$ cat src/rtl/cfg_pkg.sv
// rtl/cfg_pkg.sv - shared constants and types for the configuration register arbiter
package cfg_pkg;

  localparam int CFG_ADDR_W = 7;
  localparam int CFG_DATA_W = 8;

  localparam logic [CFG_ADDR_W-1:0] ADDR_OUT_LO = 7'h00;
  localparam logic [CFG_ADDR_W-1:0] ADDR_OUT_HI = 7'h01;
  localparam logic [CFG_ADDR_W-1:0] ADDR_PWM_LO = 7'h02;
  localparam logic [CFG_ADDR_W-1:0] ADDR_PWM_HI = 7'h03;
  localparam logic [CFG_ADDR_W-1:0] ADDR_DUTY   = 7'h04;
  localparam int                    NUM_REGS    = 5;

  typedef enum logic {
    IDLE  = 1'b0,
    WRITE = 1'b1
  } state_t;

  typedef struct packed {
    logic [CFG_ADDR_W-1:0] addr;
    logic [CFG_DATA_W-1:0] data;
  } wr_req_t;

  function automatic logic addr_invalid(input logic [CFG_ADDR_W-1:0] addr);
    return addr >= CFG_ADDR_W'(NUM_REGS);
  endfunction

endpackage

$ cat src/rtl/rr_arb2.sv
// rtl/rr_arb2.sv - two-way round-robin selector with a registered last-grant pointer
module rr_arb2 (
  input  logic       clk,
  input  logic       rst,
  input  logic [1:0] req,
  input  logic       update,
  input  logic       update_idx,
  output logic       gnt_idx,
  output logic       gnt_any
);

  // Reset to "requester 1 granted last" so requester 0 wins the first tie.
  logic last_q;

  always_ff @(posedge clk or posedge rst) begin
    if (rst) begin
      last_q <= 1'b1;
    end else if (update) begin
      last_q <= update_idx;
    end
  end

  always_comb begin
    gnt_any = |req;
    gnt_idx = 1'b0;
    case (req)
      2'b01:   gnt_idx = 1'b0;
      2'b10:   gnt_idx = 1'b1;
      2'b11:   gnt_idx = ~last_q;
      default: gnt_idx = 1'b0;
    endcase
  end

endmodule

$ cat src/rtl/cfg_reg_arbiter.sv
// rtl/cfg_reg_arbiter.sv - arbitrated config register bank with period-aligned duty commit
// Optional invalid-address counter (err_cnt) is built when CFG_ARB_ERR_CNT_EN is defined.
module cfg_reg_arbiter
  import cfg_pkg::*;
#(
  parameter int          ADDR_W   = CFG_ADDR_W,
  parameter int          DATA_W   = CFG_DATA_W,
  parameter logic [7:0]  DUTY_RST = 8'h00
) (
  input  logic              clk,
  input  logic              rst,
  input  logic              req0_valid,
  input  logic [ADDR_W-1:0] req0_addr,
  input  logic [DATA_W-1:0] req0_data,
  output logic              req0_ack,
  input  logic              req1_valid,
  input  logic [ADDR_W-1:0] req1_addr,
  input  logic [DATA_W-1:0] req1_data,
  output logic              req1_ack,
  input  logic              period_start,
  output logic [7:0]        en_reg_out_7_0,
  output logic [7:0]        en_reg_out_15_8,
  output logic [7:0]        en_reg_pwm_7_0,
  output logic [7:0]        en_reg_pwm_15_8,
  output logic [7:0]        pwm_duty_cycle,
  output logic              duty_pending,
  output logic              busy
`ifdef CFG_ARB_ERR_CNT_EN
  ,
  output logic [7:0]        err_cnt
`endif
);

  state_t  state_q, state_d;
  wr_req_t req_q, req_sel;
  logic    gnt_q;
  logic    gnt_idx, gnt_any;
  logic    wr_en;
  logic [7:0] duty_shadow;

  rr_arb2 u_rr_arb2 (
    .clk        (clk),
    .rst        (rst),
    .req        ({req1_valid, req0_valid}),
    .update     (wr_en),
    .update_idx (gnt_q),
    .gnt_idx    (gnt_idx),
    .gnt_any    (gnt_any)
  );

  always_comb begin
    req_sel.addr = gnt_idx ? CFG_ADDR_W'(req1_addr) : CFG_ADDR_W'(req0_addr);
    req_sel.data = gnt_idx ? CFG_DATA_W'(req1_data) : CFG_DATA_W'(req0_data);
  end

  always_ff @(posedge clk or posedge rst) begin
    if (rst) begin
      state_q <= IDLE;
      req_q   <= '0;
      gnt_q   <= 1'b0;
    end else begin
      state_q <= state_d;
      if (state_q == IDLE && gnt_any) begin
        req_q <= req_sel;
        gnt_q <= gnt_idx;
      end
    end
  end

  always_comb begin
    state_d  = state_q;
    wr_en    = 1'b0;
    req0_ack = 1'b0;
    req1_ack = 1'b0;
    busy     = (state_q != IDLE);
    case (state_q)
      IDLE: begin
        if (gnt_any) state_d = WRITE;
      end
      WRITE: begin
        wr_en    = 1'b1;
        req0_ack = ~gnt_q;
        req1_ack = gnt_q;
        state_d  = IDLE;
      end
      default: state_d = IDLE;
    endcase
  end

  always_ff @(posedge clk or posedge rst) begin
    if (rst) begin
      en_reg_out_7_0  <= 8'h00;
      en_reg_out_15_8 <= 8'h00;
      en_reg_pwm_7_0  <= 8'h00;
      en_reg_pwm_15_8 <= 8'h00;
    end else if (wr_en) begin
      case (req_q.addr)
        ADDR_OUT_LO: en_reg_out_7_0  <= req_q.data;
        ADDR_OUT_HI: en_reg_out_15_8 <= req_q.data;
        ADDR_PWM_LO: en_reg_pwm_7_0  <= req_q.data;
        ADDR_PWM_HI: en_reg_pwm_15_8 <= req_q.data;
        default: ;
      endcase
    end
  end

  // Commit reads the shadow before this edge; a coincident duty write then re-arms pending.
  always_ff @(posedge clk or posedge rst) begin
    if (rst) begin
      duty_shadow    <= DUTY_RST;
      pwm_duty_cycle <= DUTY_RST;
      duty_pending   <= 1'b0;
    end else begin
      if (period_start && duty_pending) begin
        pwm_duty_cycle <= duty_shadow;
        duty_pending   <= 1'b0;
      end
      if (wr_en && req_q.addr == ADDR_DUTY) begin
        duty_shadow  <= req_q.data;
        duty_pending <= 1'b1;
      end
    end
  end

`ifdef CFG_ARB_ERR_CNT_EN
  always_ff @(posedge clk or posedge rst) begin
    if (rst) begin
      err_cnt <= 8'h00;
    end else if (wr_en && addr_invalid(req_q.addr) && err_cnt != 8'hFF) begin
      err_cnt <= err_cnt + 8'h01;
    end
  end
`endif

endmodule

$ cat config.mk
export PLATFORM = sky130hd
export DESIGN_NAME = cfg_reg_arbiter
export DESIGN_NICKNAME = d
export VERILOG_FILES = /design/src/rtl/cfg_pkg.sv /design/src/rtl/rr_arb2.sv /design/src/rtl/cfg_reg_arbiter.sv
export SDC_FILE = /design/constraint.sdc
export NUM_CORES = 1
export LEC_CHECK = 0
export CAP_MARGIN = 0
export CORE_MARGIN = 5
export CORE_UTILIZATION = 40
export CTS_BUF_LIST = sky130_fd_sc_hd__clkbuf_4
export DETAILED_ROUTE_END_ITERATION = 7
export GPL_TIMING_DRIVEN = 0
export PLACE_DENSITY_LB_ADDON = 0.15
export SLEW_MARGIN = 20
export SYNTH_ARGS = -nofsm -noshare
export SYNTH_HDL_FRONTEND = slang
export SYNTH_SLANG_ARGS = --single-unit
$ cat constraint.sdc
create_clock -name clk -period 5.6 [get_ports clk]
set_input_delay 1.12 -clock clk [delete_from_list [all_inputs] [get_ports clk]]
set_output_delay 1.12 -clock clk [all_outputs]
set_load 0.05 [all_outputs]
==> results.cfg <==
[outcome]
status = finished clean

[timing]
clock.fmax_mhz = 340
slew_headroom_pct = 63.4
worst_pin_slew_ns = 0.548
rsz0062_at_grt = no
clock_skew_ns = 0.0119
hold_viol_final = 0
min_period_ns = 2.94
finalMaxSlewViolations = 0
tns_ns = 0
finalCritPeriodShare_pct = 52.5
setup_viol = 0

[placed_design]
gp_congestion = 0.764
io_buffers = 78
hpwlAfterDp_um = 4440

[grt]
grt_max_degree = 36
grt_pass1_vias = 2062
grt_usage_pct = 15.2
overflow = 0
antenna_found_initial = 0
grt_pass1_wl_um = 10100

[worst_setup_path]
max_stage_delay_ns = 0.81
path_cells = nor2b_1, clkdlybuf4s50_1
cpMaxStageDelayCell = clkdlybuf4s50_1
worstPathArrival_ns = 1.82
crit_fanout = 8
crit_buf_inv = 1
cp.required_ns = 4.48
worstSetupPathType = reg -> out
critPathLaunchType = flip-flop
cp_top_family = buffers and inverters
worstSetupEndpointType = output port

[yosys]
synth_top_flop_cell = dfrtp_1
syn-num-nets = 238
synth_xor_area_share_pct = 0
synth_warnings = 0
netlist_area_um2 = 2680
synth_edf_count = 0
ys_async_sr_fraction_pct = 100
synth_cells = 203
ys_types = 21
synth_compound_area_share_pct = 4.94
syn-mean-instance-area_um2 = 13.2
ys_ff_latch = 67
muxShareOfSynthArea_pct = 20.6
synth-adder-area-share_pct = 0
synthSimpleGateAreaFrac_pct = 10.7
yosysSeqAreaShare_pct = 62.5
synth_top_family_by_area = multiplexers

[finish]
syn_to_final_growth_pct = 39.1
post-route-util_pct = 58.1
fin_nets = 328
layout-drive-gt1-share_pct = 24.2
fillers = 552
diodes = 0

[route]
vias_per_cell = 4.97
ant_nets = 0
wire_per_inst_um = 15.5
drt_iter0_markers = 78
vias = 1858
remaining_drc_errors = 0
drt_wl_total_um = 5800
dr.pass1.iters = 6

[cts]
htreeDepth = 3
clock_latency_ns = 0.38
clk_path_buf_depth = 2
path_clk_slew_ns = 0.10
cts_root_buf = clkbuf_4
cts_tree = built
post_cts_buffers = 0
clock-sinks = 67
cts.repair.resized = 0
hold_buffers = 0
tritoncts.num_buffers = 9

[floorplan]
fp.dieArea_um2 = 8440
num_rows = 29
initial_utilization_pct = 41.8
io_pins = 79
fp.dieW_um = 91.9
coreArea_um2 = 6420
die_h_um = 91.9

[pwr]
power.leakage_uw = 0.00175
power.density_nw_per_um2 = 366
vdd_drop_max_v = 0.000177

[hold_path]
hold_class = reg -> reg

[run]
max_cap_violations = 0
[metal layers]
metal	global-route usage [%]	wire length (um)	vias up
met5	0	0	-
met4	7.05	62	0
met3	4.50	330	7
met2	24.9	2810	60
met1	18.6	2600	895
li1	-	-	896
[metrics by stage]
step / hold slack (ns) / total power [uW] / setup slack, ns / cells / cell area (um2)
finish: 0.512 / 1370 / 2.66 / 374 / 3730
global route: 0.535 / 1440 / 2.54 / 374 / 3730
CTS: 0.514 / 1390 / 2.63 / 374 / 3730
detailed placement: 0.492 / 1050 / 2.73 / 359 / 3580
global placement: 0.485 / 1040 / 1.65 / 358 / 3560
floorplan: 0.475 / 889 / 2.80 / 203 / 2680
[cell families (layout without fill, tap and decap cells)]
family	after synthesis	count (layout)
buffers and inverters	9	103
muxes	49	49
AOI/OAI and AO/OA	20	20
and+or+nand+nor	58	58
DFF	67	67
[power by group]
group          leakage (uW)  internal, uW  total (uW)  switching, uW
Combinational      0.000788           160         399            239
Clock             0.0000792           176         334            158
Sequential         0.000881           565         634           69.6
[synth_stat cells, types with 2 or more instances]
master,number,area [um2]
nand4b_2,2,30.0
nand2_1,31,116
nor2b_1,2,12.5
nor2_1,17,63.8
inv_1,3,11.3
dfrtp_1,66,1650
a31oi_1,15,93.8
mux2_2,49,552
clkbuf_1,6,22.5
[state kept, by name (all words and copies together) (netlist names)]
name / flops
u_rr_arb2.last_q: 1
duty_shadow: 8
en_reg_out_15_8: 8
req_q: 15
duty_pending: 1
gnt_q: 1
en_reg_out_7_0: 8
busy: 1
pwm_duty_cycle: 8
en_reg_pwm_7_0: 8
en_reg_pwm_15_8: 8
[cell type report]
cell class	instances	area (um2)	area share, %
flip-flops and latches	67	1680	45.0
multi-input cells	127	971	26.0
repair buffers	79	801	21.5
well taps	77	96.3	2.58
clock inverters	6	81.3	2.18
clock buffers	9	67.6	1.81
plain buffers	6	22.5	0.604
inverters	3	13.8	0.369
[worst reg2reg max path: stages, from the launching register on]
cell     delay [ns]
dfrtp_1        0.48
nor3b_1        0.22
nand4_1        0.48
mux2_2         0.46
[placed cells by master (no fill, tap or decap), drive strengths merged, types with 2 or more instances in the layout]
master         instances
dfrtp                 66
nor2                  17
clkdlybuf4s50         78
nand2                 31
bufinv                 2
nand4b                 2
clkbuf                15
nand4                  2
mux2                  49
nor2b                  2
inv                    3
a31oi                 15
clkinv                 3
[path summary, 6_finish.rpt]
| check | startpoint | end | slack [ns] | depth (start not counted) |
|---|---|---|---|---|
| hold / removal | pwm_duty_cycle[3] | pwm_duty_cycle[3] | 0.51 | 1 |
| setup reg to reg | busy | duty_shadow[1] | 3.85 | 3 |
| hold reg to reg | pwm_duty_cycle[3] | pwm_duty_cycle[3] | 0.51 | 1 |
| min in group asynchronous | rst | en_reg_out_7_0[5] | 1.07 | 2 |
| setup / recovery | busy | req0_ack | 2.66 | 2 |
| max in group asynchronous | rst | duty_shadow[3] | 4.00 | 3 |
Power figures use the tool's default switching activity.
==> RTL edit 1, RTL diff (same settings) <==
Build with the macro `CFG_ARB_ERR_CNT_EN` defined.
--- a/src/rtl/cfg_reg_arbiter.sv
+++ b/src/rtl/cfg_reg_arbiter.sv
@@ -1,4 +1,6 @@
 // rtl/cfg_reg_arbiter.sv - arbitrated config register bank with period-aligned duty commit
 // Optional invalid-address counter (err_cnt) is built when CFG_ARB_ERR_CNT_EN is defined.
+`define CFG_ARB_ERR_CNT_EN
+
 module cfg_reg_arbiter
   import cfg_pkg::*;
Function (old outputs only; new: err_cnt): kept (equiv_simple and equiv_induct, registers matched by name and starting in step).
==> RTL edit 1 against the original RTL <==
- utilization fell by 1.6 points
- non-clock buffer count rose by 10
- count of clock-buffer cells in the layout rose by 1
- first-iteration DRC count shrank 60%
- wire length is 12% higher
- critical path depth stayed put
- area after synthesis rose by 16%
- cell area up 16%
- sequential cell count up 8
- die area rose by 15%
- worst setup slack worse by 0.073 ns
- critical path type unchanged
- largest cell class unchanged
- highest routed layer unchanged
Power is not compared: it rests on default switching activity, and its combinational part moved more than twofold at a synthesized area within 25%.
==> RTL edit 1: results (changes against the original RTL) <==
- The share of final-layout standard cells stronger than drive strength 1 is 24.2% (unchanged).
- The half-perimeter wire length after detailed placement came to 4.82 mm (+8.5%).
- The count of cells along the worst register-to-register path came to 4 (+1).
- The number of buffers added on ports is 86 (+10%).
- The startpoint identified for the worst hold timing path is req_q[13]$_DFFE_PP0P_.
- Counting flops per register, the top entry is req_q.
- The number of global-route vias before repair was 2117 (+2.7%).
- The per-cell via count in the routed design is 4.80 (-3.4%).
- The buffers inserted during post-CTS setup optimization is 0 (unchanged).
- The per-instance average area after synthesis is 13.8 um2 (+4.2%).
- The multiplexer share of the synthesized area is 24.5% (+3.9 points).
- Ranked by total cell area, the synthesized netlist is headed by dfrtp_1 (59%), mux2_2 (15%), mux2i_1 (4.8%).
- The number of nets in the layout is 361 (+10%).
- The flow ran to the end, and the final reports show no timing, DRC or antenna violations.
- The sequential area share after synthesis is 60.1% (-2.4 points).
- The data arrival time of the critical path is 1.90 ns (+0.08 ns).
- The count of flip-flops with a built-in enable after synthesis is 0 (unchanged).
- The maximum fanout count along the critical path is 10 (+2).
- The total instance count after detailed placement came to 416 (+16%).
- The XOR/XNOR share of the synthesized area is 1.40% (+1.4 points).
- The number of antenna violations at the first check in global routing is 0 (unchanged).
- The length of the first detailed-routing pass in iterations is 4 (-2).
- Ranked by instance count, the synthesized netlist is headed by dfrtp_1 (74), mux2_2 (43), nand2_1 (20).
- The final instance count without filler cells is 432 (+16%).
- The timing endpoint of the critical path is req0_ack.
- The async set or reset register ratio after synthesis is 100% (unchanged).
- The global-route wire length before repair was 10.7 mm (+5.9%).
- The maximum buffer depth of the clock tree is 2 (unchanged).
- The maximum achievable frequency was 332 MHz (-2.4%).
- The instance area after placement was 4140 um2 (+15%).
- The overflow left after global routing was 0 (unchanged).
- The worst reg-to-reg setup slack is 3.51 ns (-0.34 ns).
- The placer congestion estimate is 0.802 (+4.9%).
- In this run the critical register-to-register path is launched from req_q[11]$_DFFE_PP0P_.
- For hold timing, the worst endpoint is req_q[13]$_DFFE_PP0P_.
- The number of nets produced by synthesis is 263 (+11%).
- The clock network latency to the later pin of the worst-skew pair is 0.40 ns (+0.02 ns).
- The count of warnings emitted by yosys came to 0 (unchanged).
- The setup slack at placement was 2.54 ns (-0.197 ns).
- The post-synthesis compound-gate area fraction is 4.25% (-0.70 points).
- In this run the worst hold path is classified as register to register.
- The maximum number of pins on one net before global-route repair was 40 (+11%).
- The overall fraction of global-route tracks in use is 13.9% (-1.3 points).
- The setup skew after layout is 0.0190 ns (+0.00710 ns).
- The total wirelength of the detailed-routed design is 6.47 mm (+12%).
- The minimum hold slack is 0.504 ns (-0.00726 ns).
- The clock slew at the register clock pins of the worst setup and hold paths was 0.12 ns (+0.02 ns).
- The count of cells along the worst hold path is 2 (+1).
- The worst flop-to-flop path endpoint is en_reg_pwm_15_8[3]$_DFFE_PP0P_.
- The number of violations reported at the end of detailed-routing iteration 0 is 31 (-60%).
- The unique cell type count in the Yosys netlist is 32 (+52%).
- The slew at the pin closest to its max-slew limit is 0.533 ns (-0.0147 ns).
- The adder and majority cell fraction of the synthesized area is 0.400% (+0.40 points).
[RTL edit 1: changes by cell type after synthesis, moves of 6 or more]
cell / change
mux2i_1: +15
a31oi_1: -15
nand2_1: -11
dfrtp_1: +8
nor2_1: -12
mux2_4: +8
mux2_2: -6
o21ai_0: +18
[RTL edit 1: cell families after synthesis]
family / Yosys count
XOR/XNOR: 5
flip-flops: 75
buffers and inverters: 12
adder cells (fa/ha/maj): 1
AO/OA/AOI/OAI: 24
AND/OR/NAND/NOR: 43
multiplexers: 67
[RTL edit 1: metal layers]
layer / global-route usage (%) / vias to the layer above / share of wire (%) / wire length, um
met5: 0 / - / 0 / 0
li1: - / 994 / - / -
met3: 3.21 / 9 / 4.9 / 315
met4: 6.30 / 0 / 1.6 / 106
met1: 18.2 / 1011 / 46 / 2960
met2: 21.9 / 60 / 48 / 3090
[RTL edit 1: final cells by class]
| type | count | area (um2) |
|---|---|---|
| Fill cell | 665 | 3320 |
| Sequential cell | 75 | 1880 |
| Multi-Input combinational cell | 140 | 1190 |
| Timing Repair Buffer | 87 | 881 |
| Tap cell | 102 | 128 |
| Clock inverter | 6 | 114 |
| Clock buffer | 10 | 75.1 |
| Buffer | 8 | 40.0 |
| Inverter | 4 | 17.5 |
[RTL edit 1: power breakdown]
part / internal (mW) / leakage (nW) / switching [mW]
Sequential: 0.726 / 0.979 / 0.140
Combinational: 0.409 / 0.912 / 0.644
Clock: 0.232 / 0.0928 / 0.189
Total: 1.37 / 1.98 / 0.972
[RTL edit 1: critical path, delay by kind of cell (launching register included)]
kind                   cells  cell delay [ns]
and+or+nand+nor            1             0.17
buffers and inverters      1             0.80
DFF                        1             0.52
==> RTL edit 2, RTL diff (same flow settings) <==
Made on the original files. Register the input `period_start` before use, with the module's reset. The logic sees it one clock later. The other inputs are not delayed to match.
--- a/src/rtl/cfg_reg_arbiter.sv
+++ b/src/rtl/cfg_reg_arbiter.sv
@@ -31,4 +31,14 @@
 `endif
 );
+
+  logic period_start_q;
+
+  always_ff @(posedge clk or posedge rst) begin
+    if (rst) begin
+      period_start_q <= '0;
+    end else begin
+      period_start_q <= period_start;
+    end
+  end
 
   state_t  state_q, state_d;
@@ -112,5 +122,5 @@
       duty_pending   <= 1'b0;
     end else begin
-      if (period_start && duty_pending) begin
+      if (period_start_q && duty_pending) begin
         pwm_duty_cycle <= duty_shadow;
         duty_pending   <= 1'b0;
Check against the original RTL: not equivalent (a bounded check fails within 4 cycles, from zero or initial values and one cycle with rst high).
==> RTL edit 2 against the original RTL <==
- cell count is 1.1% higher
- area after synthesis is 0.93% higher
- sequential cell count is 1 higher
- register-to-register slack hardly changed
- total power is 0.84% higher
- worst setup slack worse by 0.0074 ns
- global-route usage is 0.20 points lower
- critical path type unchanged
- cell area is 0.94% higher
- wire length is 1.3% higher
- count of clock-buffer cells in the layout stayed put
==> RTL edit 2: results (changes against the original RTL) <==
- The routed length per instance is 15.5 um (+0.20%).
- The share of final-layout standard cells stronger than drive strength 1 is 24.5% (+0.25 points).
- The maximum buffer depth of the clock tree is 2 (unchanged).
- The fill cell instance count of the final layout is 605 (+9.6%).
- The count of cells along the worst register-to-register path is 4 (+1).
- The number of violations reported at the end of detailed-routing iteration 0 is 41 (-47%).
- The sum of met3 wire segment lengths after detailed routing was 343 um (+3.9%).
- STA puts the critical path data arrival time at 1.83 ns.
- The async set or reset register ratio after synthesis is 100% (unchanged).
- After synthesis, the cell types taking the most area are dfrtp_1 (62%), mux2_2 (20%), nand2_1 (4.3%).
- The number of flip-flops in the largest register is 15 (unchanged).
- The H-tree level count came to 3 (unchanged).
- The total wirelength of the detailed-routed design came to 5.87 mm (+1.3%).
- The worst supply voltage drop on vdd is 136 uV (-23%).
- The class of the most critical hold timing path is register to register.
- The setup skew after layout was 0.0177 ns (+0.00578 ns).
- The count of inserted antenna diode cells was 0 (unchanged).
- The met3 usage in global routing came to 3.94% (-0.56 points).
- The maximum number of pins on one net before global-route repair is 48 (+33%).
- The met2 routed wirelength is 2.79 mm (-0.71%).
- The global-route met1 utilization is 20.5% (+2.0 points).
- In this run the critical register-to-register path is launched from busy$_DFF_PP0_.
- The global-route wire length before repair is 9.88 mm (-2.2%).
- The clock slew at the register clock pins of the worst setup and hold paths is 0.10 ns (about the same).
- The area growth from synthesis to layout is 39.1% (about the same).
- The overall fraction of global-route tracks in use is 15.0% (-0.20 points).
- The routing usage on met2 is 22.1% (-2.7 points).
- The number of antenna violations at the first check in global routing is 0 (unchanged).
- The number of buffers added on ports is 78 (unchanged).
- The sequential area share after synthesis is 62.9% (+0.35 points).
- The total instance count after detailed placement is 363 (+1.1%).
- The routed length on met1 is 2.70 mm (+3.7%).
- The cell sitting at the root of the clock tree is a clkbuf_4.
- In this run the critical register-to-register path is captured at en_reg_pwm_15_8[7]$_DFFE_PP0P_.
- The worst setup path is launched from a register.
- The worst reg-to-reg setup slack is 3.84 ns (about the same).
- The overflow left after global routing is 0 (unchanged).
- The slew at the pin closest to its max-slew limit is 0.533 ns (-0.0146 ns).
- The number of nets produced by synthesis is 239 (+0.42%).
- The per-instance average area after synthesis is 13.3 um2 (+0.44%).
- The length of the first detailed-routing pass in iterations was 4 (-2).
- The commonest cells after synthesis are dfrtp_1 (67), mux2_2 (49), nand2_1 (31).
- The highest metal layer carrying signal wires in the routed design is met4.
- The placer congestion estimate came to 0.773 (+1.2%).
- The run finished with clean final reports.
- The total leakage power is 1.77 nW (+1.2%).
- The instance area after placement came to 3620 um2 (+1.0%).
- The total via count in the routed design is 1892 (+1.8%).
- The half-perimeter wire length after detailed placement came to 4.36 mm (-1.8%).
- The number of nets in the layout is 329 (+0.30%).
==> RTL edit 2: changes by cell type after synthesis, sizes merged <==
cell / change
dfrtp: +1
==> RTL edit 2: how the worst min path moves through the flow <==
stage                             startpoint                  endpoint  slack (ns)  cells past startpoint
floorplan           period_start_q$_DFF_PP0_  duty_pending$_DFFE_PP0P_        0.42                      1
global placement    period_start_q$_DFF_PP0_  duty_pending$_DFFE_PP0P_        0.43                      1
detailed placement  period_start_q$_DFF_PP0_  duty_pending$_DFFE_PP0P_        0.45                      1
CTS                 period_start_q$_DFF_PP0_  duty_pending$_DFFE_PP0P_        0.47                      1
global route        period_start_q$_DFF_PP0_  duty_pending$_DFFE_PP0P_        0.50                      1
finish              period_start_q$_DFF_PP0_  duty_pending$_DFFE_PP0P_        0.46                      1
==> RTL edit 2: cell type report <==
cell class                      count  share of cell area, %
Buffer                              6                  0.598
Clock buffer                        9                   1.79
Clock inverter                      6                   2.13
Inverter                            3                  0.365
Multi-Input combinational cell    127                   25.8
Sequential cell                    68                   45.2
Tap cell                           80                   2.66
Timing Repair Buffer               79                   21.5
==> RTL edit 2: stage by stage <==
stage / hold WS [ns] / setup slack, ns
final: 0.460 / 2.65
after global routing: 0.498 / 2.53
after CTS: 0.468 / 2.59
after detailed placement: 0.452 / 2.77
after global placement: 0.432 / 1.62
after floorplan: 0.425 / 2.77
==> RTL edit 2: power breakdown <==
part	switching, mW	internal, mW
sequential	0.0688	0.572
combinational	0.237	0.159
clock	0.165	0.176
==> RTL edit 2: cell families (layout without fill, tap and decap cells) <==
kind of cell    Yosys count  after routing  synth area share, %
buf+inv                   9            103                 1.25
simple gates             58             58                 10.6
mux                      49             49                 20.4
compound gates           20             20                 4.90
flops                    68             68                 62.9
